--- src/rtl/complex_mult_scheduler_pkg.sv ---
// Shared configuration defaults and width helpers for the complex multiplier scheduler.
package complex_mult_scheduler_pkg;

    localparam int unsigned DefDataWidth   = 32;
    localparam int unsigned DefNumReq      = 4;
    localparam int unsigned DefMultLatency = 7;
    localparam int unsigned DefFifoDepth   = 8;

    function automatic int unsigned id_width(input int unsigned n);
        return (n > 1) ? $clog2(n) : 1;
    endfunction

    function automatic int unsigned cnt_width(input int unsigned depth);
        return $clog2(depth + 1);
    endfunction

endpackage

--- src/rtl/complex_mult_scheduler_if.sv ---
// Requester and response handshake bundle between the matrix-engine lanes and the scheduler.
interface complex_mult_scheduler_if
    import complex_mult_scheduler_pkg::*;
#(
    parameter int unsigned DATA_WIDTH = DefDataWidth,
    parameter int unsigned NUM_REQ    = DefNumReq
);
    localparam int unsigned IdW = id_width(NUM_REQ);

    logic [NUM_REQ-1:0]                 req_valid;
    logic [NUM_REQ-1:0]                 req_ready;
    logic [NUM_REQ-1:0][DATA_WIDTH-1:0] req_a;
    logic [NUM_REQ-1:0][DATA_WIDTH-1:0] req_b;
    logic                               rsp_valid;
    logic                               rsp_ready;
    logic [IdW-1:0]                     rsp_id;
    logic [2*DATA_WIDTH-1:0]            rsp_p;

    modport master (
        output req_valid, req_a, req_b, rsp_ready,
        input  req_ready, rsp_valid, rsp_id, rsp_p
    );

    modport slave (
        input  req_valid, req_a, req_b, rsp_ready,
        output req_ready, rsp_valid, rsp_id, rsp_p
    );

endinterface

--- src/rtl/complex_mult_scheduler_rsp_fifo.sv ---
// Synchronous first-word-fall-through response FIFO with same-cycle push/pop and occupancy count.
module complex_mult_scheduler_rsp_fifo
    import complex_mult_scheduler_pkg::*;
#(
    parameter int unsigned Width = 8,
    parameter int unsigned Depth = 8
) (
    input  logic                          clk_i,
    input  logic                          reset_i,
    input  logic                          push_i,
    input  logic [Width-1:0]              push_data_i,
    input  logic                          pop_i,
    output logic                          valid_o,
    output logic [Width-1:0]              data_o,
    output logic [cnt_width(Depth)-1:0]   count_o
);
    localparam int unsigned CntW = cnt_width(Depth);
    localparam int unsigned PtrW = (Depth > 1) ? $clog2(Depth) : 1;

    logic [Width-1:0] mem_q [Depth];
    logic [PtrW-1:0]  wr_ptr_q, wr_ptr_d, rd_ptr_q, rd_ptr_d;
    logic [CntW-1:0]  count_q, count_d;
    logic             empty, wr_en, rd_en;

    always_comb begin
        empty = (count_q == '0);
        // A word pushed into an empty FIFO and popped in the same cycle never lands in storage.
        wr_en = push_i & ~(empty & pop_i);
        rd_en = pop_i & ~empty;

        wr_ptr_d = wr_ptr_q;
        if (wr_en) begin
            wr_ptr_d = (wr_ptr_q == PtrW'(Depth - 1)) ? '0 : wr_ptr_q + PtrW'(1);
        end
        rd_ptr_d = rd_ptr_q;
        if (rd_en) begin
            rd_ptr_d = (rd_ptr_q == PtrW'(Depth - 1)) ? '0 : rd_ptr_q + PtrW'(1);
        end
        count_d = count_q + CntW'(wr_en) - CntW'(rd_en);

        valid_o = ~empty | push_i;
        data_o  = ~empty ? mem_q[rd_ptr_q] : (push_i ? push_data_i : '0);
        count_o = count_q;
    end

    always_ff @(posedge clk_i) begin
        if (reset_i) begin
            wr_ptr_q <= '0;
            rd_ptr_q <= '0;
            count_q  <= '0;
        end else begin
            wr_ptr_q <= wr_ptr_d;
            rd_ptr_q <= rd_ptr_d;
            count_q  <= count_d;
        end
    end

    always_ff @(posedge clk_i) begin
        if (wr_en) begin
            mem_q[wr_ptr_q] <= push_data_i;
        end
    end

endmodule

--- src/rtl/complex_multiplier.sv ---
// Non-stallable pipelined complex multiplier: {re,im} halves in, {re,im} full-width product out.
module complex_multiplier #(
    parameter int unsigned DATA_WIDTH = 32,
    parameter int unsigned LATENCY    = 7
) (
    input  logic                    clk_i,
    input  logic [DATA_WIDTH-1:0]   a_i,
    input  logic [DATA_WIDTH-1:0]   b_i,
    output logic [2*DATA_WIDTH-1:0] p_o
);
    localparam int unsigned HW = DATA_WIDTH / 2;

    logic signed [DATA_WIDTH-1:0] a_re, a_im, b_re, b_im;
    logic signed [DATA_WIDTH-1:0] prod_re, prod_im;
    logic [2*DATA_WIDTH-1:0]      pipe_q [LATENCY];

    always_comb begin
        a_re    = {{HW{a_i[DATA_WIDTH-1]}}, a_i[DATA_WIDTH-1:HW]};
        a_im    = {{HW{a_i[HW-1]}}, a_i[HW-1:0]};
        b_re    = {{HW{b_i[DATA_WIDTH-1]}}, b_i[DATA_WIDTH-1:HW]};
        b_im    = {{HW{b_i[HW-1]}}, b_i[HW-1:0]};
        prod_re = a_re * b_re - a_im * b_im;
        prod_im = a_re * b_im + a_im * b_re;
    end

    // Datapath only: validity is tracked by the scheduler's tag pipe, so no reset here.
    always_ff @(posedge clk_i) begin
        pipe_q[0] <= {prod_re, prod_im};
        for (int unsigned i = 1; i < LATENCY; i++) begin
            pipe_q[i] <= pipe_q[i-1];
        end
    end

    assign p_o = pipe_q[LATENCY-1];

endmodule

--- src/rtl/complex_mult_scheduler.sv ---
// Round-robin sharing of one pipelined complex multiplier between NUM_REQ requesters,
// with an ID tag pipe and a credit-guarded response FIFO for result-side backpressure.
module complex_mult_scheduler
    import complex_mult_scheduler_pkg::*;
#(
    parameter int unsigned DATA_WIDTH   = DefDataWidth,
    parameter int unsigned NUM_REQ      = DefNumReq,
    parameter int unsigned MULT_LATENCY = DefMultLatency,
    parameter int unsigned FIFO_DEPTH   = DefFifoDepth
) (
    input  logic                      clk,
    input  logic                      reset,
    complex_mult_scheduler_if.slave   bus
);
    localparam int unsigned IdW  = id_width(NUM_REQ);
    localparam int unsigned CntW = cnt_width(FIFO_DEPTH);
    localparam int unsigned PW   = 2 * DATA_WIDTH;

    typedef struct packed {
        logic [IdW-1:0] id;
        logic [PW-1:0]  p;
    } rsp_t;

    logic [IdW-1:0]                    last_grant_q, last_grant_d;
    logic [CntW-1:0]                   outstanding_q, outstanding_d;
    logic [MULT_LATENCY-1:0]           tag_valid_q, tag_valid_d;
    logic [MULT_LATENCY-1:0][IdW-1:0]  tag_id_q, tag_id_d;

    logic [NUM_REQ-1:0] grant;
    logic [IdW-1:0]     grant_id, idx;
    logic               found;
    logic               issue_allowed, issue, push, rsp_valid, rsp_pop;
    logic [DATA_WIDTH-1:0] mul_a, mul_b;
    logic [PW-1:0]      mul_p;
    rsp_t               push_rsp, head_rsp;
    logic               fifo_valid;
    logic [CntW-1:0]    fifo_count;

    // Search starts one past the last winner, so the most recent winner has lowest priority.
    always_comb begin
        grant    = '0;
        grant_id = '0;
        found    = 1'b0;
        idx      = '0;
        for (int unsigned off = 1; off <= NUM_REQ; off++) begin
            idx = IdW'((32'(last_grant_q) + off) % NUM_REQ);
            if (!found && bus.req_valid[idx]) begin
                found       = 1'b1;
                grant[idx]  = 1'b1;
                grant_id    = idx;
            end
        end
    end

    assign issue_allowed = (outstanding_q < CntW'(FIFO_DEPTH));
    assign issue         = found & issue_allowed & ~reset;
    assign bus.req_ready = grant & {NUM_REQ{issue_allowed & ~reset}};

    assign mul_a = issue ? bus.req_a[grant_id] : '0;
    assign mul_b = issue ? bus.req_b[grant_id] : '0;

    complex_multiplier #(
        .DATA_WIDTH (DATA_WIDTH),
        .LATENCY    (MULT_LATENCY)
    ) u_mult (
        .clk_i (clk),
        .a_i   (mul_a),
        .b_i   (mul_b),
        .p_o   (mul_p)
    );

    always_comb begin
        tag_valid_d    = '0;
        tag_id_d       = '0;
        tag_valid_d[0] = issue;
        tag_id_d[0]    = grant_id;
        for (int unsigned i = 1; i < MULT_LATENCY; i++) begin
            tag_valid_d[i] = tag_valid_q[i-1];
            tag_id_d[i]    = tag_id_q[i-1];
        end
    end

    always_comb begin
        last_grant_d  = issue ? grant_id : last_grant_q;
        outstanding_d = outstanding_q + CntW'(issue) - CntW'(rsp_pop);
    end

    always_ff @(posedge clk) begin
        if (reset) begin
            last_grant_q  <= IdW'(NUM_REQ - 1);
            outstanding_q <= '0;
            tag_valid_q   <= '0;
            tag_id_q      <= '0;
        end else begin
            last_grant_q  <= last_grant_d;
            outstanding_q <= outstanding_d;
            tag_valid_q   <= tag_valid_d;
            tag_id_q      <= tag_id_d;
        end
    end

    assign push        = tag_valid_q[MULT_LATENCY-1] & ~reset;
    assign push_rsp.id = tag_id_q[MULT_LATENCY-1];
    assign push_rsp.p  = mul_p;

    complex_mult_scheduler_rsp_fifo #(
        .Width ($bits(rsp_t)),
        .Depth (FIFO_DEPTH)
    ) u_rsp_fifo (
        .clk_i       (clk),
        .reset_i     (reset),
        .push_i      (push),
        .push_data_i (push_rsp),
        .pop_i       (rsp_pop),
        .valid_o     (fifo_valid),
        .data_o      (head_rsp),
        .count_o     (fifo_count)
    );

    assign rsp_valid     = fifo_valid & ~reset;
    assign rsp_pop       = rsp_valid & bus.rsp_ready;
    assign bus.rsp_valid = rsp_valid;
    assign bus.rsp_id    = rsp_valid ? head_rsp.id : '0;
    assign bus.rsp_p     = rsp_valid ? head_rsp.p : '0;

    // Every FIFO entry holds a credit, so a tag exit can never find the FIFO full.
    assert property (@(posedge clk) disable iff (reset) fifo_count <= outstanding_q);

endmodule

--- src/flat_wrapper.sv ---
// flat-port wrapper written by rule: the top's interface ports become plain ports
module complex_mult_scheduler_flat import complex_mult_scheduler_pkg::*;
#(
    parameter int unsigned DATA_WIDTH   = DefDataWidth,
    parameter int unsigned NUM_REQ      = DefNumReq,
    parameter int unsigned MULT_LATENCY = DefMultLatency,
    parameter int unsigned FIFO_DEPTH   = DefFifoDepth
)
  (clk, reset, bus_req_valid, bus_req_a, bus_req_b, bus_rsp_ready, bus_req_ready, bus_rsp_valid, bus_rsp_id, bus_rsp_p);
  complex_mult_scheduler_if #(.DATA_WIDTH(DATA_WIDTH), .NUM_REQ(NUM_REQ)) bus_i ();
  input  logic clk;
  input  logic reset;
  input wire logic [$bits(bus_i.req_valid)-1:0] bus_req_valid;
  input wire logic [$bits(bus_i.req_a)-1:0] bus_req_a;
  input wire logic [$bits(bus_i.req_b)-1:0] bus_req_b;
  input wire logic [$bits(bus_i.rsp_ready)-1:0] bus_rsp_ready;
  output wire logic [$bits(bus_i.req_ready)-1:0] bus_req_ready;
  output wire logic [$bits(bus_i.rsp_valid)-1:0] bus_rsp_valid;
  output wire logic [$bits(bus_i.rsp_id)-1:0] bus_rsp_id;
  output wire logic [$bits(bus_i.rsp_p)-1:0] bus_rsp_p;
  assign bus_i.req_valid = bus_req_valid;
  assign bus_i.req_a = bus_req_a;
  assign bus_i.req_b = bus_req_b;
  assign bus_i.rsp_ready = bus_rsp_ready;
  assign bus_req_ready = bus_i.req_ready;
  assign bus_rsp_valid = bus_i.rsp_valid;
  assign bus_rsp_id = bus_i.rsp_id;
  assign bus_rsp_p = bus_i.rsp_p;
  complex_mult_scheduler #(.DATA_WIDTH(DATA_WIDTH), .NUM_REQ(NUM_REQ), .MULT_LATENCY(MULT_LATENCY), .FIFO_DEPTH(FIFO_DEPTH)) u_core (.clk(clk), .reset(reset), .bus(bus_i));
endmodule
--- config.mk ---
export PLATFORM = sky130hd
export DESIGN_NAME = complex_mult_scheduler_flat
export DESIGN_NICKNAME = d
export VERILOG_FILES = /design/src/rtl/complex_mult_scheduler_pkg.sv /design/src/rtl/complex_mult_scheduler_if.sv /design/src/rtl/complex_mult_scheduler_rsp_fifo.sv /design/src/rtl/complex_multiplier.sv /design/src/rtl/complex_mult_scheduler.sv /design/src/flat_wrapper.sv
export SDC_FILE = /design/constraint.sdc
export NUM_CORES = 2
export LEC_CHECK = 0
export BUFFER_PORTS_ARGS = -buffer_cell sky130_fd_sc_hd__buf_4
export CAP_MARGIN = 20
export CELL_PAD_IN_SITES_DETAIL_PLACEMENT = 0
export CELL_PAD_IN_SITES_GLOBAL_PLACEMENT = 1
export CORE_UTILIZATION = 40
export DETAILED_ROUTE_END_ITERATION = 10
export PLACE_DENSITY = 0.72
export SYNTH_ARGS = -nofsm -noshare
export SYNTH_HDL_FRONTEND = slang
export SYNTH_HIERARCHICAL = 1
export SYNTH_SLANG_ARGS = --single-unit
--- constraint.sdc ---
create_clock -name clk -period 10 [get_ports clk]
set_clock_uncertainty 0.15 [all_clocks]
set_input_delay 0.5 -clock clk [delete_from_list [all_inputs] [get_ports clk]]
set_output_delay 0.5 -clock clk [all_outputs]
set_load 0.05 [all_outputs]
==> flow_results.xml <==
<?xml version="1.0" encoding="UTF-8"?>
<metrics>
  <group name="timing">
    <metric name="setup_slack" unit="ns">0.192</metric>
    <metric name="period_share" unit="%">98.1</metric>
    <metric name="layout_min_cycle_time" unit="ns">9.81</metric>
    <metric name="maxSlewViolCount" unit="">0</metric>
    <metric name="unrepaired_setup_endpoints_after_global_routing" unit="">true</metric>
    <metric name="maxSlewHeadroom" unit="%">24.2</metric>
    <metric name="fmax" unit="GHz">0.102</metric>
    <metric name="final-hold-violation-count" unit="">0</metric>
    <metric name="setup-tns-final" unit="ns">0</metric>
    <metric name="slew_at_the_pin_closest_to_its_max_slew_limit" unit="ns">1.14</metric>
    <metric name="setup_violations" unit="">0</metric>
  </group>
  <group name="route">
    <metric name="drt_iter0_markers" unit="">2940</metric>
    <metric name="via_per_inst" unit="">4.96</metric>
    <metric name="wl_per_cell" unit="um">20.8</metric>
    <metric name="detail-route-antenna-nets" unit="">0</metric>
    <metric name="detailedRoute.firstPassIterationCount" unit="">5</metric>
    <metric name="via_count_of_the_routed_design" unit="">47700</metric>
    <metric name="route.final.wire_length" unit="mm">200</metric>
    <metric name="route.detailed.drc" unit="">0</metric>
  </group>
  <group name="synthesis">
    <metric name="synth_top_cell_by_area" unit="">sky130_fd_sc_hd__fa_1</metric>
    <metric name="synth_top_flop_cell" unit="">sky130_fd_sc_hd__edfxtp_1</metric>
    <metric name="synthesis.yosys.warnings" unit="">6</metric>
    <metric name="syn-mean-instance-area" unit="sq um">11.3</metric>
    <metric name="syn-instance-count" unit="">6617</metric>
    <metric name="synth_top_cells_by_count" unit="">sky130_fd_sc_hd__inv_1, sky130_fd_sc_hd__fa_1, sky130_fd_sc_hd__nand2_1</metric>
    <metric name="synth_top_area_share" unit="%">30.8</metric>
    <metric name="post_synth_net_total" unit="">8359</metric>
    <metric name="ys_seq_area_share" unit="%">34.3</metric>
    <metric name="yosysMostFrequentCell" unit="">sky130_fd_sc_hd__inv_1</metric>
    <metric name="asr_flop_ratio_synth" unit="%">0</metric>
    <metric name="synth.top_cells.by_area" unit="">sky130_fd_sc_hd__fa_1, sky130_fd_sc_hd__edfxtp_1, sky130_fd_sc_hd__dfxtp_1, sky130_fd_sc_hd__inv_1, sky130_fd_sc_hd__ha_1</metric>
    <metric name="synth-seq-cells" unit="">1016</metric>
    <metric name="post_synth_num_cell_types" unit="">84</metric>
    <metric name="synth.cell_area" unit="sq um">74800</metric>
    <metric name="synth_enable_flop_cells" unit="">528</metric>
  </group>
  <group name="layout">
    <metric name="layout-drive-gt1-share" unit="%">13.9</metric>
    <metric name="finalNonFillerCells" unit="">9614</metric>
    <metric name="nFillCells" unit="">16900</metric>
    <metric name="areaGrowthSynthToFinish" unit="%">16.3</metric>
    <metric name="total_number_of_nets_in_the_final_design" unit="">8791</metric>
    <metric name="fin_util" unit="%">46.9</metric>
  </group>
  <group name="clock_tree">
    <metric name="worstSkewPairLatency" unit="ns">0.66</metric>
    <metric name="htree_num_levels" unit="">3</metric>
    <metric name="clkSlewWorstSetupHoldPaths" unit="ns">0.06</metric>
    <metric name="numCtsBuffers" unit="">93</metric>
    <metric name="tritoncts" unit="">done</metric>
    <metric name="cts_max_path_buffers" unit="">3</metric>
    <metric name="clock_sinks" unit="">1016</metric>
    <metric name="cts.hold.buffers_added" unit="">0</metric>
    <metric name="clk_root_buffer_cell" unit="">sky130_fd_sc_hd__clkbuf_16</metric>
  </group>
  <group name="placed_design">
    <metric name="port-buffer-count" unit="">333</metric>
    <metric name="place.detailed.instances" unit="">9394</metric>
    <metric name="dpl.hpwl" unit="mm">148</metric>
    <metric name="place.gp.congestion" unit="">0.974</metric>
    <metric name="place_ws" unit="ns">-0.148</metric>
  </group>
  <group name="setup_path">
    <metric name="crit_start" unit="">u_core/last_grant_q[1]</metric>
    <metric name="timing.critical_path.slowest_stage_cell" unit="">sky130_fd_sc_hd__a311oi_4</metric>
    <metric name="critPathMaxStageDelay" unit="ns">0.86</metric>
    <metric name="critPathLaunchType" unit="">flip-flop</metric>
    <metric name="worst-setup-path-type" unit="">reg -&gt; reg</metric>
    <metric name="reg_to_reg_start" unit="">u_core/last_grant_q[1]</metric>
    <metric name="timing.critical_path.arrival" unit="ns">10.23</metric>
    <metric name="crit_top_cell" unit="">sky130_fd_sc_hd__fa_1</metric>
    <metric name="cp.required" unit="ns">10.42</metric>
    <metric name="cp_max_fo" unit="">15</metric>
    <metric name="end_kind" unit="">flip-flop</metric>
  </group>
  <group name="global_routing">
    <metric name="globalRoute.totalOverflow" unit="">0</metric>
    <metric name="grt_antenna_before_repair" unit="">8</metric>
    <metric name="groute.usage.overall" unit="%">21.5</metric>
    <metric name="grt_first_pass_wirelength" unit="mm">308</metric>
    <metric name="pin_count_of_the_biggest_net_entering_global_routing" unit="">113</metric>
    <metric name="first_global_vias" unit="">51000</metric>
  </group>
  <group name="run">
    <metric name="max_cap_viol_count" unit="">0</metric>
  </group>
  <group name="die">
    <metric name="die_area" unit="sq um">189000</metric>
    <metric name="floorplan.die.width" unit="um">434</metric>
    <metric name="placementRows" unit="">158</metric>
    <metric name="initial_core_util" unit="%">40.3</metric>
    <metric name="fp.dieH" unit="um">434</metric>
    <metric name="io_pins" unit="">334</metric>
    <metric name="core_region_area" unit="sq um">186000</metric>
  </group>
  <group name="hold_path">
    <metric name="min-delay-path-class" unit="">reg -&gt; reg</metric>
    <metric name="hold_start" unit="">u_core/u_mult/pipe_q[3][29]</metric>
  </group>
  <group name="status">
    <metric name="status" unit="">finished, final reports clean</metric>
  </group>
</metrics>
==> layer usage <==
layer,wire length (um),track usage [%]
met2,98700,36.8
met1,86000,29.0
met3,9680,2.16
met5,0,0
met4,6080,5.97
==> area by class of cell <==
class	instances	area [sq um]	share of cell area [%]
Multi-Input combinational cell	3941	44000	50.5
Antenna cell	5	12.5	0.0144
Clock inverter	44	453	0.521
Tap cell	2480	3100	3.57
Sequential cell	1016	25600	29.5
Clock buffer	131	2690	3.09
Timing Repair Buffer	694	6240	7.17
Inverter	1303	4910	5.64
==> layout by cell type (no fill, tap or decap), types with 5 or more instances in the layout <==
| cell type | n |
|---|---|
| sky130_fd_sc_hd__nor2_1 | 64 |
| sky130_fd_sc_hd__inv_1 | 1299 |
| sky130_fd_sc_hd__a221oi_1 | 52 |
| sky130_fd_sc_hd__nand3_1 | 137 |
| sky130_fd_sc_hd__clkinv_1 | 12 |
| sky130_fd_sc_hd__a211oi_1 | 5 |
| sky130_fd_sc_hd__inv_6 | 5 |
| sky130_fd_sc_hd__xnor2_1 | 81 |
| sky130_fd_sc_hd__nor3_1 | 5 |
| sky130_fd_sc_hd__clkbuf_16 | 101 |
| sky130_fd_sc_hd__edfxtp_1 | 528 |
| sky130_fd_sc_hd__diode_2 | 5 |
| sky130_fd_sc_hd__mux2i_1 | 272 |
| sky130_fd_sc_hd__o21a_1 | 11 |
| sky130_fd_sc_hd__nand2_1 | 659 |
| sky130_fd_sc_hd__clkbuf_1 | 19 |
| sky130_fd_sc_hd__a21oi_1 | 44 |
| sky130_fd_sc_hd__nor2b_1 | 38 |
| sky130_fd_sc_hd__a221oi_2 | 11 |
| sky130_fd_sc_hd__buf_6 | 11 |
| sky130_fd_sc_hd__clkbuf_8 | 15 |
| sky130_fd_sc_hd__o21ai_1 | 6 |
| sky130_fd_sc_hd__bufinv_16 | 5 |
| sky130_fd_sc_hd__and2_1 | 532 |
| sky130_fd_sc_hd__and3_1 | 71 |
| sky130_fd_sc_hd__a21oi_2 | 5 |
| sky130_fd_sc_hd__buf_4 | 606 |
| sky130_fd_sc_hd__fa_1 | 1151 |
| sky130_fd_sc_hd__a22oi_1 | 133 |
| sky130_fd_sc_hd__a311oi_4 | 64 |
| sky130_fd_sc_hd__nand2b_1 | 30 |
| sky130_fd_sc_hd__clkinv_2 | 11 |
| sky130_fd_sc_hd__buf_12 | 70 |
| sky130_fd_sc_hd__xor2_1 | 20 |
| sky130_fd_sc_hd__o21ai_0 | 88 |
| sky130_fd_sc_hd__or2_2 | 5 |
| sky130_fd_sc_hd__ha_1 | 327 |
| sky130_fd_sc_hd__a21o_1 | 27 |
| sky130_fd_sc_hd__dfxtp_1 | 486 |
==> critical path: cells and delay by family, from the launching register on <==
family,cells,cell delay (ns)
flops,1,0.36
buf+inv,9,1.05
compound gates,9,2.71
simple gates,5,0.67
xor+xnor,1,0.14
fa+ha+maj,10,4.56
==> metrics by stage <==
stage | hold WS (ns) | area (sq um)
after floorplan | 0.160 | 74800
after global placement | 0.160 | 83100
final | 0.143 | 87000
after global routing | 0.150 | 87000
after detailed placement | 0.162 | 83100
after CTS | 0.135 | 86300
==> worst paths after layout <==
| path | endpoint | slack (ns) | depth (start not counted) |
|---|---|---|---|
| worst min register to register | u_core/u_mult/pipe_q[4][29] | 0.14 | 0 |
| worst max register to register | u_core/u_mult/pipe_q[0][63] | 0.19 | 34 |
| worst max-delay path | u_core/u_mult/pipe_q[0][63] | 0.19 | 34 |
| worst min-delay path | u_core/u_mult/pipe_q[4][29] | 0.14 | 0 |
==> registers in the layout, indices dropped and copies added, names as in the netlist, named ones only <==
signal,flops
u_core/u_rsp_fifo/mem_q,528
u_core/u_mult/pipe_q,448
u_core/tag_id_d,12
u_core/tag_valid_q,7
u_core/outstanding_q,4
u_core/u_rsp_fifo/count_o,4
u_core/u_rsp_fifo/rd_ptr_q,3
u_core/u_rsp_fifo/wr_ptr_q,3
u_core/last_grant_q,2
u_core/push_rsp,2
==> repair_timing <==
| action | CTS | global route |
|---|---|---|
| pin swaps | 1 | 22 |
| setup buffers | 3 | 30 |
| resized for setup | 3 | 47 |
| endpoints found under the setup margin | 8 | 20 |
| cloned | 0 | 7 |
==> cells by family (layout without fill, tap and decap cells) <==
| kind of cell | Yosys count | in the layout | share of synthesized area [%] |
|---|---|---|---|
| buffers and inverters | 1662 | 2172 | 8.76 |
| multiplexers | 279 | 279 | 3.79 |
| other | 0 | 5 | 0 |
| XOR/XNOR | 103 | 103 | 1.21 |
| adder cells (fa/ha/maj) | 1479 | 1479 | 36.3 |
| flip-flops | 1016 | 1016 | 34.3 |
| AO/OA/AOI/OAI | 496 | 497 | 5.08 |
| AND/OR/NAND/NOR | 1582 | 1583 | 10.6 |
Power is not shown: default switching activity piles up to over one toggle a cycle in this logic, so the estimate is an artifact.
